[src/rtl/tx_pkg.sv]
// Shared command encodings, FSM states and default widths for the transmit pulse generator.
package tx_pkg;

    typedef enum logic [1:0] {
        CMD_IDLE   = 2'b00,
        CMD_BUFFER = 2'b01,
        CMD_FIRE   = 2'b10,
        CMD_RESET  = 2'b11
    } cmd_e;

    typedef enum logic [1:0] {
        S_IDLE = 2'd0,
        S_RUN  = 2'd1,
        S_DONE = 2'd2
    } state_e;

    localparam int TX_N_CH    = 8;
    localparam int TX_PD_W    = 16;
    localparam int TX_CT_W    = 9;
    localparam int TX_PER_W   = 17;
    localparam int TX_BURST_W = 8;
    localparam int TX_MAX_ON  = 512;

endpackage

[src/rtl/tx_channel_slot.sv]
// One transducer channel: shadow/active timing, pulse window compare and on-time safety limiter.
module tx_channel_slot
    import tx_pkg::*;
#(
    parameter int PD_W   = TX_PD_W,
    parameter int CT_W   = TX_CT_W,
    parameter int PER_W  = TX_PER_W,
    parameter int MAX_ON = TX_MAX_ON
) (
    input  logic             clk,
    input  logic             reset_n,
    input  logic             wr_en,
    input  logic [PD_W-1:0]  wr_pd,
    input  logic [CT_W-1:0]  wr_ct,
    input  logic             shadow_clr,
    input  logic             latch,
    input  logic             run,
    input  logic             wrap,
    input  logic             clear,
    input  logic [PER_W-1:0] cnt,
    output logic             tx_out,
    output logic             err_flag
);

    localparam int ON_W = $clog2(MAX_ON + 1);

    logic [PD_W-1:0]  sh_pd_q, sh_pd_d, pd_q, pd_d;
    logic [CT_W-1:0]  sh_ct_q, sh_ct_d, ct_q, ct_d;
    logic [ON_W-1:0]  on_q, on_d;
    logic             tx_q, tx_d, err_q, err_d, mute_q, mute_d;
    logic [PER_W-1:0] win_lo, win_hi;
    logic             in_win, trip;

    always_comb begin
        sh_pd_d = sh_pd_q;
        sh_ct_d = sh_ct_q;
        if (shadow_clr) begin
            sh_pd_d = '0;
            sh_ct_d = '0;
        end else if (wr_en) begin
            sh_pd_d = wr_pd;
            sh_ct_d = wr_ct;
        end

        pd_d = latch ? sh_pd_q : pd_q;
        ct_d = latch ? sh_ct_q : ct_q;

        // PER_W is wider than both operands, so pd+ct never wraps.
        win_lo = PER_W'(pd_q);
        win_hi = win_lo + PER_W'(ct_q);
        in_win = (cnt >= win_lo) && (cnt < win_hi);

        trip   = tx_q && (on_q == ON_W'(MAX_ON));
        mute_d = latch ? 1'b0 : (mute_q | trip);
        tx_d   = run && !wrap && in_win && !mute_q && !trip;
        on_d   = tx_d ? on_q + ON_W'(1) : '0;
        err_d  = clear ? 1'b0 : (err_q | trip);
    end

    always_ff @(posedge clk) begin
        if (!reset_n) begin
            sh_pd_q <= '0;
            sh_ct_q <= '0;
            pd_q    <= '0;
            ct_q    <= '0;
            on_q    <= '0;
            tx_q    <= 1'b0;
            err_q   <= 1'b0;
            mute_q  <= 1'b0;
        end else begin
            sh_pd_q <= sh_pd_d;
            sh_ct_q <= sh_ct_d;
            pd_q    <= pd_d;
            ct_q    <= ct_d;
            on_q    <= on_d;
            tx_q    <= tx_d;
            err_q   <= err_d;
            mute_q  <= mute_d;
        end
    end

    assign tx_out   = tx_q;
    assign err_flag = err_q;

endmodule

[src/rtl/tx_channel_array.sv]
// Multi-channel burst pulse generator: command decode, burst FSM and shared period/pulse counters.
module tx_channel_array
    import tx_pkg::*;
#(
    parameter int N_CH    = TX_N_CH,
    parameter int PD_W    = TX_PD_W,
    parameter int CT_W    = TX_CT_W,
    parameter int PER_W   = TX_PER_W,
    parameter int BURST_W = TX_BURST_W,
    parameter int MAX_ON  = TX_MAX_ON,
    localparam int CH_W   = (N_CH > 1) ? $clog2(N_CH) : 1
) (
    input  logic               clk,
    input  logic               reset_n,
    input  logic [1:0]         cmd,
    input  logic               cfg_wr,
    input  logic [CH_W-1:0]    cfg_chan,
    input  logic [PD_W-1:0]    cfg_pd,
    input  logic [CT_W-1:0]    cfg_ct,
    input  logic [BURST_W-1:0] burst_count,
    input  logic [PER_W-1:0]   burst_period,
    output logic [N_CH-1:0]    tx_out,
    output logic               is_active,
    output logic               done,
    output logic               cfg_err,
    output logic [N_CH-1:0]    err_flags
);

    cmd_e               cmd_s;
    state_e             state_q, state_d;
    logic [PER_W-1:0]   cnt_q, cnt_d, period_q, period_d;
    logic [BURST_W-1:0] pulse_q, pulse_d, burst_q, burst_d;
    logic               is_active_q, is_active_d, done_q, done_d, cfg_err_q, cfg_err_d;
    logic               latch, run, wrap, err_clr, shadow_clr, chan_ok, wr_ok;

    assign cmd_s      = cmd_e'(cmd);
    assign chan_ok    = 32'(cfg_chan) < N_CH;
    assign err_clr    = (cmd_s == CMD_IDLE) || (cmd_s == CMD_RESET);
    assign shadow_clr = (cmd_s == CMD_RESET);
    assign wr_ok      = cfg_wr && (cmd_s == CMD_BUFFER) && (state_q != S_RUN) && chan_ok;

    always_comb begin
        state_d     = state_q;
        cnt_d       = cnt_q;
        pulse_d     = pulse_q;
        burst_d     = burst_q;
        period_d    = period_q;
        is_active_d = is_active_q;
        done_d      = 1'b0;
        latch       = 1'b0;
        run         = 1'b0;
        wrap        = 1'b0;

        cfg_err_d = cfg_err_q;
        if (err_clr)
            cfg_err_d = 1'b0;
        else if (cfg_wr && !wr_ok)
            cfg_err_d = 1'b1;

        case (state_q)
            S_IDLE: begin
                if (cmd_s == CMD_FIRE) begin
                    latch       = 1'b1;
                    cnt_d       = '0;
                    pulse_d     = '0;
                    burst_d     = (burst_count == '0) ? BURST_W'(1) : burst_count;
                    period_d    = (burst_period == '0) ? PER_W'(1) : burst_period;
                    state_d     = S_RUN;
                    is_active_d = 1'b1;
                end
            end
            S_RUN: begin
                if (cmd_s != CMD_FIRE) begin
                    state_d     = S_IDLE;
                    is_active_d = 1'b0;
                end else begin
                    run = 1'b1;
                    if (cnt_q == period_q - PER_W'(1)) begin
                        wrap    = 1'b1;
                        cnt_d   = '0;
                        pulse_d = pulse_q + BURST_W'(1);
                        if (pulse_q == burst_q - BURST_W'(1)) begin
                            state_d     = S_DONE;
                            done_d      = 1'b1;
                            is_active_d = 1'b0;
                        end
                    end else begin
                        cnt_d = cnt_q + PER_W'(1);
                    end
                end
            end
            // Hold here until FIRE is released so a held FIRE cannot retrigger.
            S_DONE: begin
                if (cmd_s != CMD_FIRE)
                    state_d = S_IDLE;
            end
            default: state_d = S_IDLE;
        endcase
    end

    always_ff @(posedge clk) begin
        if (!reset_n) begin
            state_q     <= S_IDLE;
            cnt_q       <= '0;
            pulse_q     <= '0;
            burst_q     <= '0;
            period_q    <= '0;
            is_active_q <= 1'b0;
            done_q      <= 1'b0;
            cfg_err_q   <= 1'b0;
        end else begin
            state_q     <= state_d;
            cnt_q       <= cnt_d;
            pulse_q     <= pulse_d;
            burst_q     <= burst_d;
            period_q    <= period_d;
            is_active_q <= is_active_d;
            done_q      <= done_d;
            cfg_err_q   <= cfg_err_d;
        end
    end

    for (genvar i = 0; i < N_CH; i++) begin : g_ch
        tx_channel_slot #(
            .PD_W  (PD_W),
            .CT_W  (CT_W),
            .PER_W (PER_W),
            .MAX_ON(MAX_ON)
        ) u_slot (
            .clk       (clk),
            .reset_n   (reset_n),
            .wr_en     (wr_ok && (32'(cfg_chan) == i)),
            .wr_pd     (cfg_pd),
            .wr_ct     (cfg_ct),
            .shadow_clr(shadow_clr),
            .latch     (latch),
            .run       (run),
            .wrap      (wrap),
            .clear     (err_clr),
            .cnt       (cnt_q),
            .tx_out    (tx_out[i]),
            .err_flag  (err_flags[i])
        );
    end

    assign is_active = is_active_q;
    assign done      = done_q;
    assign cfg_err   = cfg_err_q;

endmodule
[config.mk]
export PLATFORM = sky130hd
export DESIGN_NAME = tx_channel_array
export DESIGN_NICKNAME = d
export VERILOG_FILES = /design/src/rtl/tx_pkg.sv /design/src/rtl/tx_channel_slot.sv /design/src/rtl/tx_channel_array.sv
export SDC_FILE = /design/constraint.sdc
export NUM_CORES = 2
export LEC_CHECK = 0
export ABC_CLOCK_PERIOD_IN_PS = 4150
export CORE_UTILIZATION = 63
export CTS_CLUSTER_SIZE = 10
export DETAILED_ROUTE_END_ITERATION = 10
export HOLD_SLACK_MARGIN = 0.15
export PLACE_DENSITY_LB_ADDON = 0.3
export SYNTH_ARGS = -nofsm -noshare
export SYNTH_HDL_FRONTEND = slang
export SYNTH_HIERARCHICAL = 1
export SYNTH_SLANG_ARGS = --single-unit
[constraint.sdc]
create_clock -name clk -period 4.15 [get_ports clk]
set_input_delay 0.83 -clock clk [delete_from_list [all_inputs] [get_ports clk]]
set_output_delay 0.83 -clock clk [all_outputs]
set_load 0.01 [all_outputs]
* Word-level counts from Yosys, hierarchy flattened
Cells that the tools add are included.
** Cells by class
- Add/sub/neg operators :: 20
- $mul :: 0
- Div/mod/pow operators :: 0
- Magnitude comparators :: 16
- Eq/ne operators :: 30
- Shifts and indexed selects :: 0
- Muxes and demuxes :: 29
- Bitwise gates (word level) :: 19
- Reductions and logical operators :: 94
** Operators with widths (number)
- $add 16x9->17 :: 8
- $ge 17x16->1 :: 8
- $lt 17x17->1 :: 8
- $add 10x1->10 const B :: 8
- $eq 10x10->1 const B :: 8
- $mux 17 :: 4
- $logic_and 1x1->1 :: 52
- $pmux 17 s2 :: 1
- $mux 8 :: 4
- $logic_not 1->1 :: 18
- $reduce_and 2->1 :: 9
- $add 17x1->17 const B :: 1
- $eq 17x17->1 :: 1
- $logic_not 17->1 :: 1
- $sub 17x1->17 const B :: 1
- $or 1x1->1 :: 16
- $pmux 8 s2 :: 1
- $eq 3x3->1 const B :: 4
- $mux 1 :: 12
- $reduce_and 4->1 :: 3
- $mux 2 :: 5
- $ne 2x2->1 const B :: 5
- $add 8x1->8 const B :: 1
- $eq 8x8->1 :: 1
- other kinds (18) :: 28
** Storage, ports and cells
- Flip-flop bits (word level) :: 559
- Latch bits :: 0
- RAM bits :: 0
- Bits in read-only memories :: 0
- Bits of input ports :: 58
- Output and inout port bits :: 19
- Logic and storage cells :: 280
- Memories kept :: 0

* Depth between registers and ports, before layout
- Word-level depth :: 11
- Depth in mapped cells :: 16

* Hierarchy
The synthesis kept the hierarchy.
** Modules (own cells, without submodules)
- tx_channel_slot (g_ch[0].u_slot ...) :: times used 5, cells an instance 390, area an instance 3637.2 um^2, seq. area each 1261.2 um^2
- tx_channel_slot (g_ch[2].u_slot ...) :: times used 2, cells an instance 388, area an instance 3631.0 um^2, seq. area each 1261.2 um^2
- tx_channel_slot (g_ch[7].u_slot) :: times used 1, cells an instance 388, area an instance 3607.2 um^2, seq. area each 1261.2 um^2
- tx_channel_array :: times used 1, cells an instance 417, area an instance 3330.7 um^2, seq. area each 1101.1 um^2

* Least setup slack after synthesis
OpenSTA, ideal clock, no wires.
- Path type :: in2reg
- Start point :: input port cmd[0]
- End point :: register g_ch[0].u_slot.ct_q[4]
- Data arrival time :: 3.121 ns
- Required time :: 4.034 ns
- Slack :: 0.913 ns
- Stages on the path :: 11
- Path buffers :: 4
- Cell sequence :: inv_1 > ha_1 > nor2b_1 > clkbuf_1 > nand2_1 > clkinv_1 > buf_1 > clkbuf_1 > buf_2 > mux2i_1 > nor2b_1
** Between the ends
- Longest elaborated chain between the ends :: 3
** Ends and longest elaborated chain
- start, declared :: line tx_channel_array.sv:15 : input logic [1:0] cmd,
- $eq 2x2->1 :: line tx_channel_array.sv:62 : if (cmd_s == CMD_FIRE) begin
- $mux 1 :: line tx_channel_array.sv:62
- $mux 1 :: line tx_channel_array.sv:60 : case (state_q)
- via latch :: line tx_channel_array.sv:34 : logic latch, run, wrap, err_clr, shadow_clr, chan_ok, wr_ok;
- end signal, assigned :: line tx_channel_slot.sv:74 : ct_q <= ct_d;
- end, declared :: line tx_channel_slot.sv:28 : logic [CT_W-1:0] sh_ct_q, sh_ct_d, ct_q, ct_d;
The timed path passes the listed nets, and every way through them passes these cells.
A chain may end at the register's enable or synchronous reset.

* Final worst setup path
- Start point :: register g_ch[5].u_slot.pd_q[0]
- End point :: register g_ch[5].u_slot.on_q[9]
** Between the ends
- Longest elaborated chain between the ends :: 7
- Elaborated cells between the ends (all ways) :: 8
- Classes of those cells :: add/sub (1); order compare (2); reduce/logical (5)
** Ends and longest elaborated chain
- start, declared :: line tx_channel_slot.sv:27 : logic [PD_W-1:0] sh_pd_q, sh_pd_d, pd_q, pd_d;
- start signal, assigned :: line tx_channel_slot.sv:73 : pd_q <= pd_d;
- $add 16x9->17 :: line tx_channel_slot.sv:50 : win_hi = win_lo + PER_W'(ct_q);
- $lt 17x17->1 :: line tx_channel_slot.sv:51 : in_win = (cnt >= win_lo) && (cnt < win_hi);
- $logic_and 1x1->1 (*) :: line tx_channel_slot.sv:51
- $logic_and 1x1->1 (*) (3 in series) :: line tx_channel_slot.sv:55 : tx_d = run && !wrap && in_win && !mute_q && !trip;
- $reduce_and 2->1 (no line) (*)
- end signal, assigned :: line tx_channel_slot.sv:75 : on_q <= on_d;
- end, declared :: line tx_channel_slot.sv:29 : logic [ON_W-1:0] on_q, on_d;
Mark *: on every way between the ends. The rest lies on a longest branch, timed or not.

==> flow_metrics.py <==
metrics = {
    "drt": {
        "drt-pass1-iter-count": 7,
        "post_drt_via_cell_ratio": 6.24,
        "met1_length_um": 37900,
        "met3RoutedLength_um": 5880,
        "ant_nets": 0,
        "drt_iter0_markers": 2173,
        "vias": 26700,
        "drc": 0,
        "wl_per_cell_um": 20.8,
        "highest_layer": "met4",
        "wl_met2_um": 40700,
        "finalWirelength_um": 89200,
    },
    "cells_and_area": {
        "antennaDiodeCount": 0,
        "finalNetCount": 4008,
        "stdcell_count": 4283,
        "area_growth_pct": 10.7,
        "drive_above_1_share": 0.0515,
        "finalInstanceArea_um2": 35800,
    },
    "clocking": {
        "cts_root_buf": "clkbuf_16",
        "cts_buffer_depth": 3,
        "htreeDepth": 3,
        "clkTransAtPathRegs_ns": 0.05,
        "post_cts_buffers": 0,
        "clock_latency_ns": 0.62,
        "cts_tree": "done",
        "clock-sinks": 559,
        "cts_buffers": 68,
    },
    "sta": {
        "maxSlewHeadroom": 0.110,
        "worst_slew_pin_slew_ns": 1.32,
        "fin_crit_sh": 0.978,
        "drv_slew": 0,
        "setup_violations": 0,
        "fmax_ghz": 0.247,
        "period_needed_ns": 4.06,
        "rsz0062_at_grt": "no",
        "clock_skew_ns": 0.0238,
        "hold_violations": 0,
    },
    "yosys": {
        "synth_adder_area_share": 0.141,
        "synth_top_area_frac": 0.346,
        "synth_xor_area_frac": 0.0525,
        "synth_seq_cells": 559,
        "synthMuxAreaShare": 0.125,
        "syn_nets": 3948,
        "synth_edf_count": 0,
        "synth_compound_area_frac": 0.104,
        "synth.area.top_cells": "dfxtp_1, ha_1, mux2i_1",
        "synth_common_cells": "dfxtp_1, mux2i_1, nor2_1, ha_1, nor2b_1",
        "synth_seq_area_share": 0.346,
        "netlist.top_cell.by_area": "dfxtp_1",
        "synth_most_common_cell": "dfxtp_1",
        "synth_top_family_by_area": "simple AND/OR/NAND/NOR gates",
        "synth_area_um2": 32400,
        "synth_cell_types": 76,
        "syn_inst": 3531,
        "async_flop_share": 0,
        "synth-main-ff-cell": "dfxtp_1",
        "avgSynthCellArea_um2": 9.17,
        "yosysWarnings": 6,
        "synth-simple-area-share": 0.190,
    },
    "worst_setup_path": {
        "cp_max_fo": 11,
        "criticalPathCategory": "reg2reg",
        "r2r_slack_ns": 0.09,
        "worst_setup_path_start_kind": "register",
        "reg2reg_to": "g_ch[5].u_slot/on_q[9]",
        "cp-end-kind": "register",
        "reg2regPathDepth": 13,
        "worstPathArrival_ns": 4.48,
        "critPathRequiredTime_ns": 4.58,
        "reg2reg_from": "g_ch[5].u_slot/pd_q[0]",
    },
    "hold_path": {
        "hold_path_depth": 2,
        "min_to": "burst_q[7]",
        "hp-start": "burst_q[7]",
        "hold_path.class": "reg2reg",
    },
    "die": {
        "die-area_um2": 52300,
        "die_h_um": 229,
        "core_um2": 50500,
        "start_util": 0.642,
        "die_w_um": 229,
        "rows": 82,
        "io_pins": 77,
    },
    "global_route": {
        "gr-total-overflow": 0,
        "grt_max_degree": 67,
        "grt_usage": 0.335,
        "grt_pass1_vias": 26600,
        "grt_pass1_wl_um": 141000,
        "grt_antenna_before_repair": 1,
    },
    "placed_design": {
        "placed_area_um2": 33900,
        "dpl.hpwl_um": 59400,
        "globalplace.congestion": 0.959,
        "port_buffers": 76,
        "place_inst": 4193,
    },
    "outcome": {
        "outcome": "completed",
    },
    "flow_run": {
        "cap_violations": 0,
    },
    "pwr": {
        "power.density_nw_per_um2": 322,
        "max-vdd-ir-drop_mv": 0.281,
        "p_leak_nw": 13.6,
        "p_total_w": 0.0115,
    },
}
metrics by stage:
stage	setup TNS (ns)	worst slack [ns]	util	hold slack, ns
6_report	0	0.0933	0.710	0.489
5_1_grt	0	0.0173	0.710	0.502
4_1_cts	0	0.252	0.710	0.483
3_5_place_dp	-0.137	-0.0265	0.671	0.469
3_3_place_gp	0	0.118	0.671	0.459
2_1_floorplan	0	0.913	-	0.448
layout by cell type (no fill, tap or decap), types with 13 or more instances in the layout:
| master | n |
|---|---|
| dfxtp_1 | 559 |
| mux2i_1 | 402 |
| nor2_1 | 359 |
| ha_1 | 351 |
| nor2b_1 | 221 |
| inv_1 | 200 |
| a21oi_1 | 157 |
| nand2_1 | 154 |
| xnor2_1 | 133 |
| o21ai_0 | 81 |
| nor3_1 | 80 |
| clkdlybuf4s50_1 | 75 |
| nand3_1 | 69 |
| clkbuf_16 | 69 |
| xor2_1 | 61 |
| nand4_1 | 54 |
| nor4_1 | 54 |
| a21o_1 | 48 |
| buf_4 | 44 |
| and3_1 | 30 |
| a211oi_1 | 30 |
| nand2b_1 | 29 |
| nor3b_1 | 25 |
| a31oi_1 | 19 |
| o211ai_1 | 18 |
| or4_1 | 16 |
| and4_1 | 15 |
| o2111ai_1 | 14 |
| nor4b_1 | 14 |
| nor4bb_1 | 13 |
cell families (layout without fill, tap and decap cells):
logic type | count (synthesis) | after routing
AND/OR/NAND/NOR | 1184 | 1184
AO/OA/AOI/OAI | 495 | 495
buffers and inverters | 337 | 417
adder cells (fa/ha/maj) | 359 | 359
multiplexers | 403 | 403
flip-flops | 559 | 559
XOR/XNOR | 194 | 194
worst max path at each step:
| stage | from | end | slack (ns) | cells past startpoint |
|---|---|---|---|---|
| 6_report | g_ch[5].u_slot/pd_q[0] | g_ch[5].u_slot/on_q[9] | 0.09 | 13 |
| 3_5_place_dp | g_ch[7].u_slot/pd_q[0] | g_ch[7].u_slot/on_q[5] | -0.03 | 15 |
| 5_1_grt | g_ch[5].u_slot/pd_q[0] | g_ch[5].u_slot/on_q[9] | 0.02 | 13 |
| 2_1_floorplan | cmd[0] | g_ch[0].u_slot/ct_q[4] | 0.91 | 11 |
| 4_1_cts | g_ch[5].u_slot/pd_q[0] | g_ch[5].u_slot/on_q[9] | 0.25 | 13 |
| 3_3_place_gp | g_ch[7].u_slot/pd_q[0] | g_ch[7].u_slot/on_q[6] | 0.12 | 15 |
critical path, cell delays in order, from the launching register on:
cell,delay (ns)
dfxtp_1,0.33
ha_1,0.26
fa_1,0.43
a21oi_1,0.23
o211ai_1,0.22
a31oi_2,0.41
nor4_1,0.11
xnor2_1,0.15
ha_1,0.31
nand2_1,0.08
o21ai_0,0.24
a2111oi_0,0.12
a21oi_1,0.83
nor3_1,0.15
metal layers:
metal / global-route usage / vias to the layer above
li1: - / 12600
met1: 0.425 / 12900
met2: 0.557 / 964
met3: 0.0504 / 288
met4: 0.163 / 0
met5: 0 / -
report_power, final:
part,switching [W],leakage (nW),internal (W)
registers,0.0000287,4.50,0.00539
clock network,0.00224,0.958,0.00320
logic,0.000415,8.17,0.000247
total,0.00268,13.6,0.00884
registers in the layout, summed over array words and instances, names as in the netlist, 2 cells and up:
register,flops
g_ch.u_slot/err_flag,8
g_ch.u_slot/sh_pd_q,128
g_ch.u_slot/sh_ct_q,72
pulse_q,8
g_ch.u_slot/ct_q,72
g_ch.u_slot/on_q,80
period_q,17
g_ch.u_slot/mute_q,8
g_ch.u_slot/tx_out,8
burst_q,8
state_q,2
g_ch.u_slot/pd_q,128
cnt_q,17
final cells by class:
type | count | area, um2
Clock buffer | 81 | 1820
Clock inverter | 9 | 129
Fill cell | 3813 | 14600
Inverter | 201 | 762
Multi-Input combinational cell | 2635 | 19900
Sequential cell | 559 | 11200
Tap cell | 672 | 841
Timing Repair Buffer | 126 | 1210
timing repair:
action | 4_1_cts | 5_1_grt
hold buffers | 0 | 0
resized for setup | 1 | 1
hold endpoints to repair | 0 | 0
endpoints found under the setup margin | 11 | 1
(Power assumes the default switching activity.)
